[src/rtl/work_loader_ctrl_pkg.sv]
// work_loader_pkg: shared types and constants for the work loader controller.
//   wl_state_e    - controller state encoding (IDLE=0, LOAD=1, READY=2, UNLOAD=3)
//   BYTE_W        - width of every byte lane (rx, tx, shift register top)
//   DEF_NUM_BYTES - default bytes per work unit (80-byte header)
//   DEF_OUT_BYTES - default result bytes shifted out per unload
package work_loader_pkg;

  typedef enum logic [1:0] {
    ST_IDLE   = 2'd0,
    ST_LOAD   = 2'd1,
    ST_READY  = 2'd2,
    ST_UNLOAD = 2'd3
  } wl_state_e;

  localparam int BYTE_W        = 8;
  localparam int DEF_NUM_BYTES = 80;
  localparam int DEF_OUT_BYTES = 4;

endpackage

[src/rtl/work_loader_ctrl_if.sv]
// work_loader_ctrl_if: bundles the UART rx/tx streams, the hasher handshake,
// the shift register control lines and the abort/status signals.
//   master : controller side (drives ready/valid/strobes/status)
//   slave  : environment side (UART, hasher, shift register, host)
// Optional: WORK_LOADER_TIMEOUT_EN adds the timeout_pulse status line.
interface work_loader_ctrl_if;
  import work_loader_pkg::*;

  logic [BYTE_W-1:0] rx_data;
  logic              rx_valid;
  logic              rx_ready;
  logic              work_valid;
  logic              work_ready;
  logic              unload_req;
  logic [BYTE_W-1:0] sr_top;
  logic [BYTE_W-1:0] tx_data;
  logic              tx_valid;
  logic              tx_ready;
  logic [BYTE_W-1:0] sr_d;
  logic              sr_enable;
  logic              sr_shift;
  logic              sr_reset;
  logic              clear;
  logic              busy;
`ifdef WORK_LOADER_TIMEOUT_EN
  logic              timeout_pulse;
`endif

  modport master (
    input  rx_data, rx_valid, work_ready, unload_req, sr_top, tx_ready, clear,
    output rx_ready, work_valid, tx_data, tx_valid, sr_d, sr_enable, sr_shift,
           sr_reset, busy
`ifdef WORK_LOADER_TIMEOUT_EN
    , output timeout_pulse
`endif
  );

  modport slave (
    output rx_data, rx_valid, work_ready, unload_req, sr_top, tx_ready, clear,
    input  rx_ready, work_valid, tx_data, tx_valid, sr_d, sr_enable, sr_shift,
           sr_reset, busy
`ifdef WORK_LOADER_TIMEOUT_EN
    , input timeout_pulse
`endif
  );

endinterface

[src/rtl/work_loader_ctrl_idle_timer.sv]
// idle_timer: resettable saturating cycle counter with a terminal pulse.
// Only compiled when WORK_LOADER_TIMEOUT_EN is defined (the controller
// instantiates it only in that build).
//   clock  in  clock
//   reset  in  synchronous active-high reset
//   i_clr  in  synchronous restart to zero
//   i_en   in  count this cycle
//   o_term out high while enabled with the count at LIMIT-1
`ifdef WORK_LOADER_TIMEOUT_EN
module idle_timer #(
  parameter int LIMIT = 100000,
  parameter int W     = $clog2(LIMIT + 1)
) (
  input  logic clock,
  input  logic reset,
  input  logic i_clr,
  input  logic i_en,
  output logic o_term
);

  localparam logic [W-1:0] LAST = W'(LIMIT - 1);

  logic [W-1:0] r_cnt;

  always_ff @(posedge clock) begin
    if (reset || i_clr)             r_cnt <= '0;
    else if (i_en && r_cnt != LAST) r_cnt <= r_cnt + 1'b1;
  end

  assign o_term = i_en && (r_cnt == LAST);

endmodule
`endif

[src/rtl/work_loader_ctrl.sv]
// work_loader_ctrl: sequences the byte-wide work shift register.
//   Loads NUM_BYTES bytes from the UART rx stream, offers the work unit to
//   the hasher, and on unload_req streams OUT_BYTES bytes (MSB first, taken
//   from the register top) to the UART tx stream.
// Ports:
//   clock  in  single clock
//   reset  in  synchronous active-high reset
//   bus    work_loader_ctrl_if.master (rx/tx streams, hasher handshake,
//          shift register strobes, clear, busy[, timeout_pulse])
// Optional: WORK_LOADER_TIMEOUT_EN adds an inter-byte timeout in LOAD that
//   aborts like clear and raises timeout_pulse for one cycle.
module work_loader_ctrl
  import work_loader_pkg::*;
#(
  parameter int NUM_BYTES = DEF_NUM_BYTES,
  parameter int OUT_BYTES = DEF_OUT_BYTES,
  parameter int CNT_WIDTH = 7
`ifdef WORK_LOADER_TIMEOUT_EN
  , parameter int TIMEOUT_CYCLES = 100000
`endif
) (
  input  logic                clock,
  input  logic                reset,
  work_loader_ctrl_if.master  bus
);

  localparam logic [CNT_WIDTH-1:0] LOAD_LAST   = CNT_WIDTH'(NUM_BYTES - 1);
  localparam logic [CNT_WIDTH-1:0] UNLOAD_LAST = CNT_WIDTH'(OUT_BYTES - 1);

  wl_state_e            r_state, w_state_nxt;
  logic [CNT_WIDTH-1:0] r_byte_cnt, w_cnt_nxt;

  logic w_rx_ready, w_accept, w_tx_valid, w_shift, w_abort;

  // rx_ready looks only at the external clear, never at the timeout, so the
  // timer (which depends on Accept) cannot form a combinational loop. A
  // timeout can only fire on a cycle without Accept anyway.
  assign w_rx_ready = !reset && !bus.unload_req && !bus.clear &&
                      (r_state == ST_IDLE || r_state == ST_LOAD);
  assign w_accept   = bus.rx_valid && w_rx_ready;

`ifdef WORK_LOADER_TIMEOUT_EN
  logic w_timeout;

  idle_timer #(.LIMIT(TIMEOUT_CYCLES)) u_idle_timer (
    .clock  (clock),
    .reset  (reset),
    .i_clr  (r_state != ST_LOAD || w_accept || bus.clear),
    .i_en   (r_state == ST_LOAD && !w_accept),
    .o_term (w_timeout)
  );

  assign w_abort           = bus.clear || (w_timeout && !reset);
  assign bus.timeout_pulse = w_timeout && !reset && !bus.clear;
`else
  assign w_abort = bus.clear;
`endif

  assign w_tx_valid = !reset && !w_abort && (r_state == ST_UNLOAD);
  assign w_shift    = w_tx_valid && bus.tx_ready;

  always_ff @(posedge clock) begin
    if (reset) begin
      r_state    <= ST_IDLE;
      r_byte_cnt <= '0;
    end else begin
      r_state    <= w_state_nxt;
      r_byte_cnt <= w_cnt_nxt;
    end
  end

  always_comb begin
    w_state_nxt = r_state;
    w_cnt_nxt   = r_byte_cnt;
    if (w_abort) begin
      w_state_nxt = ST_IDLE;
      w_cnt_nxt   = '0;
    end else begin
      case (r_state)
        ST_IDLE: begin
          // unload_req wins; rx_ready is already low while it is high
          if (bus.unload_req) begin
            w_state_nxt = ST_UNLOAD;
            w_cnt_nxt   = '0;
          end else if (w_accept) begin
            w_state_nxt = ST_LOAD;
            w_cnt_nxt   = CNT_WIDTH'(1);
          end
        end
        ST_LOAD: begin
          if (w_accept) begin
            w_cnt_nxt = r_byte_cnt + 1'b1;
            if (r_byte_cnt == LOAD_LAST) w_state_nxt = ST_READY;
          end
        end
        ST_READY: begin
          // register contents stay put for the hasher / a later unload
          if (bus.work_ready) begin
            w_state_nxt = ST_IDLE;
            w_cnt_nxt   = '0;
          end
        end
        ST_UNLOAD: begin
          if (w_shift) begin
            if (r_byte_cnt == UNLOAD_LAST) begin
              w_state_nxt = ST_IDLE;
              w_cnt_nxt   = '0;
            end else begin
              w_cnt_nxt = r_byte_cnt + 1'b1;
            end
          end
        end
        default: begin
          w_state_nxt = ST_IDLE;
          w_cnt_nxt   = '0;
        end
      endcase
    end
  end

  assign bus.rx_ready   = w_rx_ready;
  assign bus.sr_enable  = w_accept;
  assign bus.sr_d       = bus.rx_data;
  assign bus.tx_data    = bus.sr_top;
  assign bus.tx_valid   = w_tx_valid;
  assign bus.sr_shift   = w_shift;
  assign bus.sr_reset   = reset || w_abort;
  assign bus.work_valid = !reset && !w_abort && (r_state == ST_READY);
  assign bus.busy       = !reset && (r_state != ST_IDLE);

endmodule

[src/flat_wrapper.sv]
// flat-port wrapper written by rule: the top's interface ports become plain ports
module work_loader_ctrl_flat import work_loader_pkg::*;
#(
  parameter int NUM_BYTES = DEF_NUM_BYTES,
  parameter int OUT_BYTES = DEF_OUT_BYTES,
  parameter int CNT_WIDTH = 7

)
  (clock, reset, bus_rx_data, bus_rx_valid, bus_work_ready, bus_unload_req, bus_sr_top, bus_tx_ready, bus_clear, bus_rx_ready, bus_work_valid, bus_tx_data, bus_tx_valid, bus_sr_d, bus_sr_enable, bus_sr_shift, bus_sr_reset, bus_busy);
  work_loader_ctrl_if bus_i ();
  input  logic clock;
  input  logic reset;
  input wire logic [$bits(bus_i.rx_data)-1:0] bus_rx_data;
  input wire logic [$bits(bus_i.rx_valid)-1:0] bus_rx_valid;
  input wire logic [$bits(bus_i.work_ready)-1:0] bus_work_ready;
  input wire logic [$bits(bus_i.unload_req)-1:0] bus_unload_req;
  input wire logic [$bits(bus_i.sr_top)-1:0] bus_sr_top;
  input wire logic [$bits(bus_i.tx_ready)-1:0] bus_tx_ready;
  input wire logic [$bits(bus_i.clear)-1:0] bus_clear;
  output wire logic [$bits(bus_i.rx_ready)-1:0] bus_rx_ready;
  output wire logic [$bits(bus_i.work_valid)-1:0] bus_work_valid;
  output wire logic [$bits(bus_i.tx_data)-1:0] bus_tx_data;
  output wire logic [$bits(bus_i.tx_valid)-1:0] bus_tx_valid;
  output wire logic [$bits(bus_i.sr_d)-1:0] bus_sr_d;
  output wire logic [$bits(bus_i.sr_enable)-1:0] bus_sr_enable;
  output wire logic [$bits(bus_i.sr_shift)-1:0] bus_sr_shift;
  output wire logic [$bits(bus_i.sr_reset)-1:0] bus_sr_reset;
  output wire logic [$bits(bus_i.busy)-1:0] bus_busy;
  assign bus_i.rx_data = bus_rx_data;
  assign bus_i.rx_valid = bus_rx_valid;
  assign bus_i.work_ready = bus_work_ready;
  assign bus_i.unload_req = bus_unload_req;
  assign bus_i.sr_top = bus_sr_top;
  assign bus_i.tx_ready = bus_tx_ready;
  assign bus_i.clear = bus_clear;
  assign bus_rx_ready = bus_i.rx_ready;
  assign bus_work_valid = bus_i.work_valid;
  assign bus_tx_data = bus_i.tx_data;
  assign bus_tx_valid = bus_i.tx_valid;
  assign bus_sr_d = bus_i.sr_d;
  assign bus_sr_enable = bus_i.sr_enable;
  assign bus_sr_shift = bus_i.sr_shift;
  assign bus_sr_reset = bus_i.sr_reset;
  assign bus_busy = bus_i.busy;
  work_loader_ctrl #(.NUM_BYTES(NUM_BYTES), .OUT_BYTES(OUT_BYTES), .CNT_WIDTH(CNT_WIDTH)) u_core (.clock(clock), .reset(reset), .bus(bus_i));
endmodule
[config.mk]
export PLATFORM = sky130hd
export DESIGN_NAME = work_loader_ctrl_flat
export DESIGN_NICKNAME = d
export VERILOG_FILES = /design/src/rtl/work_loader_ctrl_pkg.sv /design/src/rtl/work_loader_ctrl_if.sv /design/src/rtl/work_loader_ctrl_idle_timer.sv /design/src/rtl/work_loader_ctrl.sv /design/src/flat_wrapper.sv
export SDC_FILE = /design/constraint.sdc
export NUM_CORES = 1
export LEC_CHECK = 0
export CORE_MARGIN = 2
export CORE_UTILIZATION = 36
export DETAILED_ROUTE_END_ITERATION = 7
export PLACE_DENSITY = 0.79
export SYNTH_ARGS = -nofsm -noshare
export SYNTH_HDL_FRONTEND = slang
export SYNTH_SLANG_ARGS = --single-unit
export TNS_END_PERCENT = 1
[constraint.sdc]
create_clock -name clock -period 2.2 [get_ports clock]
set_input_delay 0.33 -clock clock [delete_from_list [all_inputs] [get_ports clock]]
set_output_delay 0.33 -clock clock [all_outputs]
set_load 0.005 [all_outputs]
After elaboration in Yosys (flattened, before gate mapping)
Cells that the tools add are included.

$add $sub $neg: 1. Equal/unequal tests: 11. Muxes and demuxes: 15. Reduce and logical (&&, ||, !) cells: 19.

Operators with widths (number): $mux 7 (6); $pmux 7 s4 (1); $mux 2 (7); $ne 2x2->1 const B (5); $logic_and 1x1->1 (9); $pmux 2 s4 (1); $add 7x1->7 const B (1); $eq 7x2->1 const B (1); $eq 7x7->1 const B (1); $reduce_and 6->1 (1); $eq 2x2->1 const B (2); $reduce_and 4->1 (1); $logic_not 1->1 (3); $ne 3x3->1 const B (1); $eq 2x1->1 const B (1); $logic_not 2->1 (1); $logic_or 1x1->1 (2); $reduce_bool 2->1 (1); $reduce_or 2->1 (1).

Register bits: 9. Logic and storage cells: 48. Input port bits: 23.

Longest topological paths before layout
Depth in word-level cells: 8. Depth in mapped cells: 5.

Worst setup path before layout
Ideal clock, no wire load.

Kind: register -> register. Start: register u_core.r_byte_cnt[0]. End: register u_core.r_byte_cnt[0]. Setup slack: 648 ps. Library setup time: 136 ps. Arrival time: 1416 ps. Data required time: 2064 ps. Clock period less this slack: 1552 ps. Cell stages (with the launch flop): 6. Cells stage by stage: dfxtp_1 ha_1 nor4b_2 a31oi_2 a2111oi_0 a211oi_1.

Word-level cells in the longest chain between the ends: 4. Elaborated cells on any way between the ends: 6. Classes of those cells: add/sub: 1; eq/ne: 1; mux: 4.

Ends and longest elaborated chain: start, declared (line work_loader_ctrl.sv:31) `logic [CNT_WIDTH-1:0] r_byte_cnt, w_cnt_nxt;`; start signal, assigned (line work_loader_ctrl.sv:68) `r_byte_cnt <= w_cnt_nxt;`; $add 7x1->7 / $eq 7x2->1 (equally long branches) (line work_loader_ctrl.sv:92, work_loader_ctrl.sv:109, work_loader_ctrl.sv:105); $mux 7 (line work_loader_ctrl.sv:105) `if (r_byte_cnt == UNLOAD_LAST) begin`; $mux 7 (line work_loader_ctrl.sv:104) `if (w_shift) begin`; $pmux 7 s4 * (line work_loader_ctrl.sv:79) `case (r_state)`.

Every way passes the cells marked *; elsewhere a longest branch is shown, timed or not. The select of a mux whose other input is x is not followed. A chain may end at the register's enable or synchronous reset.

Worst setup path after layout
Start: input port reset. End: output port bus_work_valid.

Word-level cells in the longest chain between the ends: 3.

Ends and longest elaborated chain: start, declared (line flat_wrapper.sv:12) `input logic reset;`; $logic_not 1->1 (line work_loader_ctrl.sv:128) `assign bus.work_valid = !reset && !w_abort && (r_state == ST_READY);`; $logic_and 1x1->1 (2 in series) (line work_loader_ctrl.sv:128); end, declared (line flat_wrapper.sv:21) `output wire logic [$bits(bus_i.work_valid)-1:0] bus_work_valid;`.

No other way between the ends.

==> results.yml <==
run_status:
  run_status: "finished clean"
worst_setup_path:
  worst-endpoint-arrival_ns: 1.78
  crit_fanout: 10
  worst_setup_path_start_kind: "input pin"
  critPathKind: "in -> out"
  crit_path_frequent_cell: "clkdlybuf4s50_1"
  crit_chain: "clkdlybuf4s50_1 > nor2_2 > buf_4 > and3_1 > clkdlybuf4s50_1"
  reg2reg_depth: 5
  worst_r2r_startpoint: "u_core.r_byte_cnt[0]"
  worst_reg2reg_endpoint: "u_core.r_byte_cnt[3]"
  endpoint_kind: "primary output"
  slowest_cell_on_crit_path: "clkdlybuf4s50_1"
  slowest_delay_ns: 0.49
  critPathRequiredTime_ns: 1.87
  r2r_setup_slack_ns: 0.41
synth:
  syn_area_per_cell_um2: 7.86
  yosysWarnings: 0
  combinational_family_with_the_most_area_after_synthesis: "simple AND/OR/NAND/NOR gates"
  synth_fp_nets: 117
  synth.area.mux_share_pct: 0
  synth_compound_gate_area_share_pct: 20.7
  dominantRegCellSynth: "dfxtp_1"
  yosys.area.top_type: "dfxtp_1"
  yosys-top-cells-area: "dfxtp_1, buf_4, nor3_1"
  synth_fa_ha_area_share_pct: 1.71
  mappedNetlistArea_um2: 731
  yosys.area_share.simple_pct: 32.2
  ys_seq_area_share_pct: 24.7
  synthArstFlopShare_pct: 0
  number_of_different_library_cells_in_the_post_synthesis_netlist: 32
  synth-xor-area-share_pct: 0
  synth_top_area_share_pct: 24.7
  synthCells: 93
  synth_enable_flop_cells: 0
  synth_seq_cells: 9
cells_and_area:
  fillerInstances: 212
  areaGrowthSynthToFinish_pct: 12.0
  proportion_of_layout_cells_with_a_drive_suffix_above_1_pct: 13.7
  finish.net_count: 120
  num_antenna_cells: 0
detailed_routing:
  via_cell_ratio: 5.52
  ant_nets: 0
  vias: 674
  routed_wl_um: 1600
  wire_length_per_cell_after_detailed_routing_um: 13.1
  firstDrtPassIters: 4
  remaining_drc_errors: 0
  drt-initial-drc-count: 12
clocking:
  numCtsBuffers: 3
  ctsHoldBuffers: 0
  clock_path_buffers: 2
  htree_num_levels: 1
  worstSkewPairLatency_ns: 0.27
  clk_pin_slew_ns: 0.06
  cts_root_buffer: "clkbuf_4"
  cts_tree: "done"
  clock_sinks: 9
global_routing:
  grt_pass1_vias: 612
  grt.overflow.total: 0
  grt_antenna_before_repair: 0
  grt_first_pass_wirelength_um: 2580
  groute.usage.overall_pct: 13.8
  grt_max_degree: 16
sta:
  relSlewSlack_pct: 58.1
  timing.final.crit_share_pct: 96.0
  finalSetupTns_ns: 0
  setup_viol_count_final: 0
  grt_setup_unrepaired: "no"
  finClkSkew_ns: 0.00207
  timing_worst_slew_pin_value_ns: 0.624
  post-route-worst-setup-slack_ns: 0.0874
  timing.final.hold_violations: 0
  number_of_slew_limit_violations_in_the_final_report: 0
  fmax_mhz: 473
  final.min_clock_period_ns: 2.11
run:
  timing.max_cap.violations: 0
worst_hold_path:
  worst_hold_path.endpoint: "u_core.r_byte_cnt[1]"
  min_path_cells: 2
  hold_path_startpoint: "u_core.r_byte_cnt[1]"
  hold_path.class: "reg -> reg"
die:
  die_height_um: 49.1
  design.die.area_um2: 2410
  pin_count: 46
  fp-row-count: 16
  placeableCoreArea_um2: 1940
  die_extent_in_x_um: 49.1
  start_util_pct: 37.6
placement:
  buffer_ports.inserted: 13
  pre_cts_ws_ns: 0.0241
  detailedPlacementHpwl_um: 1180
  globalplace.congestion: 0.815
pwr:
  power.static_leakage_nw: 0.267
  power_per_cell_area_nw_per_um2: 461
  vdd_ir_drop_max_mv: 0.220
worst max-delay path: cells and delay by family:
family        cells  cell delay (ns)
buf+inv           3             1.12
simple gates      2             0.33
Yosys cell counts (2+ instances only):
master	n
dfxtp_1	9
buf_4	18
nor3_1	6
nand4_1	2
inv_1	3
nand2b_1	2
o21ai_0	3
nand3_1	4
and2_1	2
nor4b_2	2
and3_1	3
nor2b_1	2
o32ai_1	2
o211ai_1	3
nor2_1	6
nand2_1	8
a211oi_1	3
cells in the final DEF, fill, tap and decap left out, drive strengths merged, types with 2 or more instances in the layout:
cell,netlist,layout
a211oi,3,3
a31oi,2,2
and2,2,2
and3,3,3
buf,18,4
clkbuf,1,4
clkdlybuf4s50,0,13
dfxtp,9,9
inv,3,3
nand2,8,8
nand2b,2,2
nand3,4,4
nand4,2,2
nor2,6,6
nor2b,2,2
nor3,6,6
nor4b,2,2
o211ai,3,3
o21ai,4,4
o32ai,2,2
where the power goes:
part	total, mW	switching (mW)	internal [mW]
clock network	0.131	0.0606	0.0701
registers	0.173	0.00643	0.166
logic	0.0740	0.0367	0.0373
total	0.377	0.104	0.274
metal layers:
layer	up-vias	share of wire (%)	global-route usage, %
li1	337	-	-
met3	12	9.1	5.83
met1	299	42	16.7
met4	0	3.1	9.52
met5	-	0	0
met2	26	46	19.6
how the worst max path moves through the flow:
stage | from | end | slack, ns
3_3_place_gp | reset | bus_sr_enable | 0.08
4_1_cts | reset | bus_sr_enable | 0.02
3_5_place_dp | reset | bus_sr_enable | 0.02
2_1_floorplan | u_core.r_byte_cnt[0] | u_core.r_byte_cnt[0] | 0.65
5_1_grt | reset | bus_sr_enable | 0.004
6_report | reset | bus_work_valid | 0.09
state kept, by name (all words and copies together), names as in the netlist:
name,flops
u_core.r_byte_cnt,7
u_core.r_state,2
final cells by class:
class,count,area (um2),share of cell area [%]
sequential,9,180,22.0
clock buffer,4,26.3,3.21
inverter,3,11.3,1.38
timing repair buffer,17,160,19.6
tap,27,33.8,4.13
multi-input combinational,62,407,49.7
what timing repair did:
action,in CTS,in global routing
setup buffers,0,0
gates resized for setup,0,2
setup endpoints to repair,0,4
metrics by stage:
| step | cells | area, um2 | hold WS [ns] | total power, mW | utilization [%] |
|---|---|---|---|---|---|
| 3_5_place_dp | 118 | 785 | 0.486 | 0.249 | 40.4 |
| 2_1_floorplan | 93 | 731 | 0.464 | 0.239 | - |
| 3_3_place_gp | 118 | 785 | 0.477 | 0.248 | 40.4 |
| 4_1_cts | 122 | 811 | 0.495 | 0.380 | 41.8 |
| 5_1_grt | 122 | 818 | 0.527 | 0.399 | 42.1 |
| 6_report | 122 | 818 | 0.496 | 0.377 | 42.1 |
cells by family after synthesis:
family	count (synthesis)
compound gates	20
fa+ha+maj	1
buf+inv	22
flops	9
simple gates	41
(Power assumes the default switching activity.)
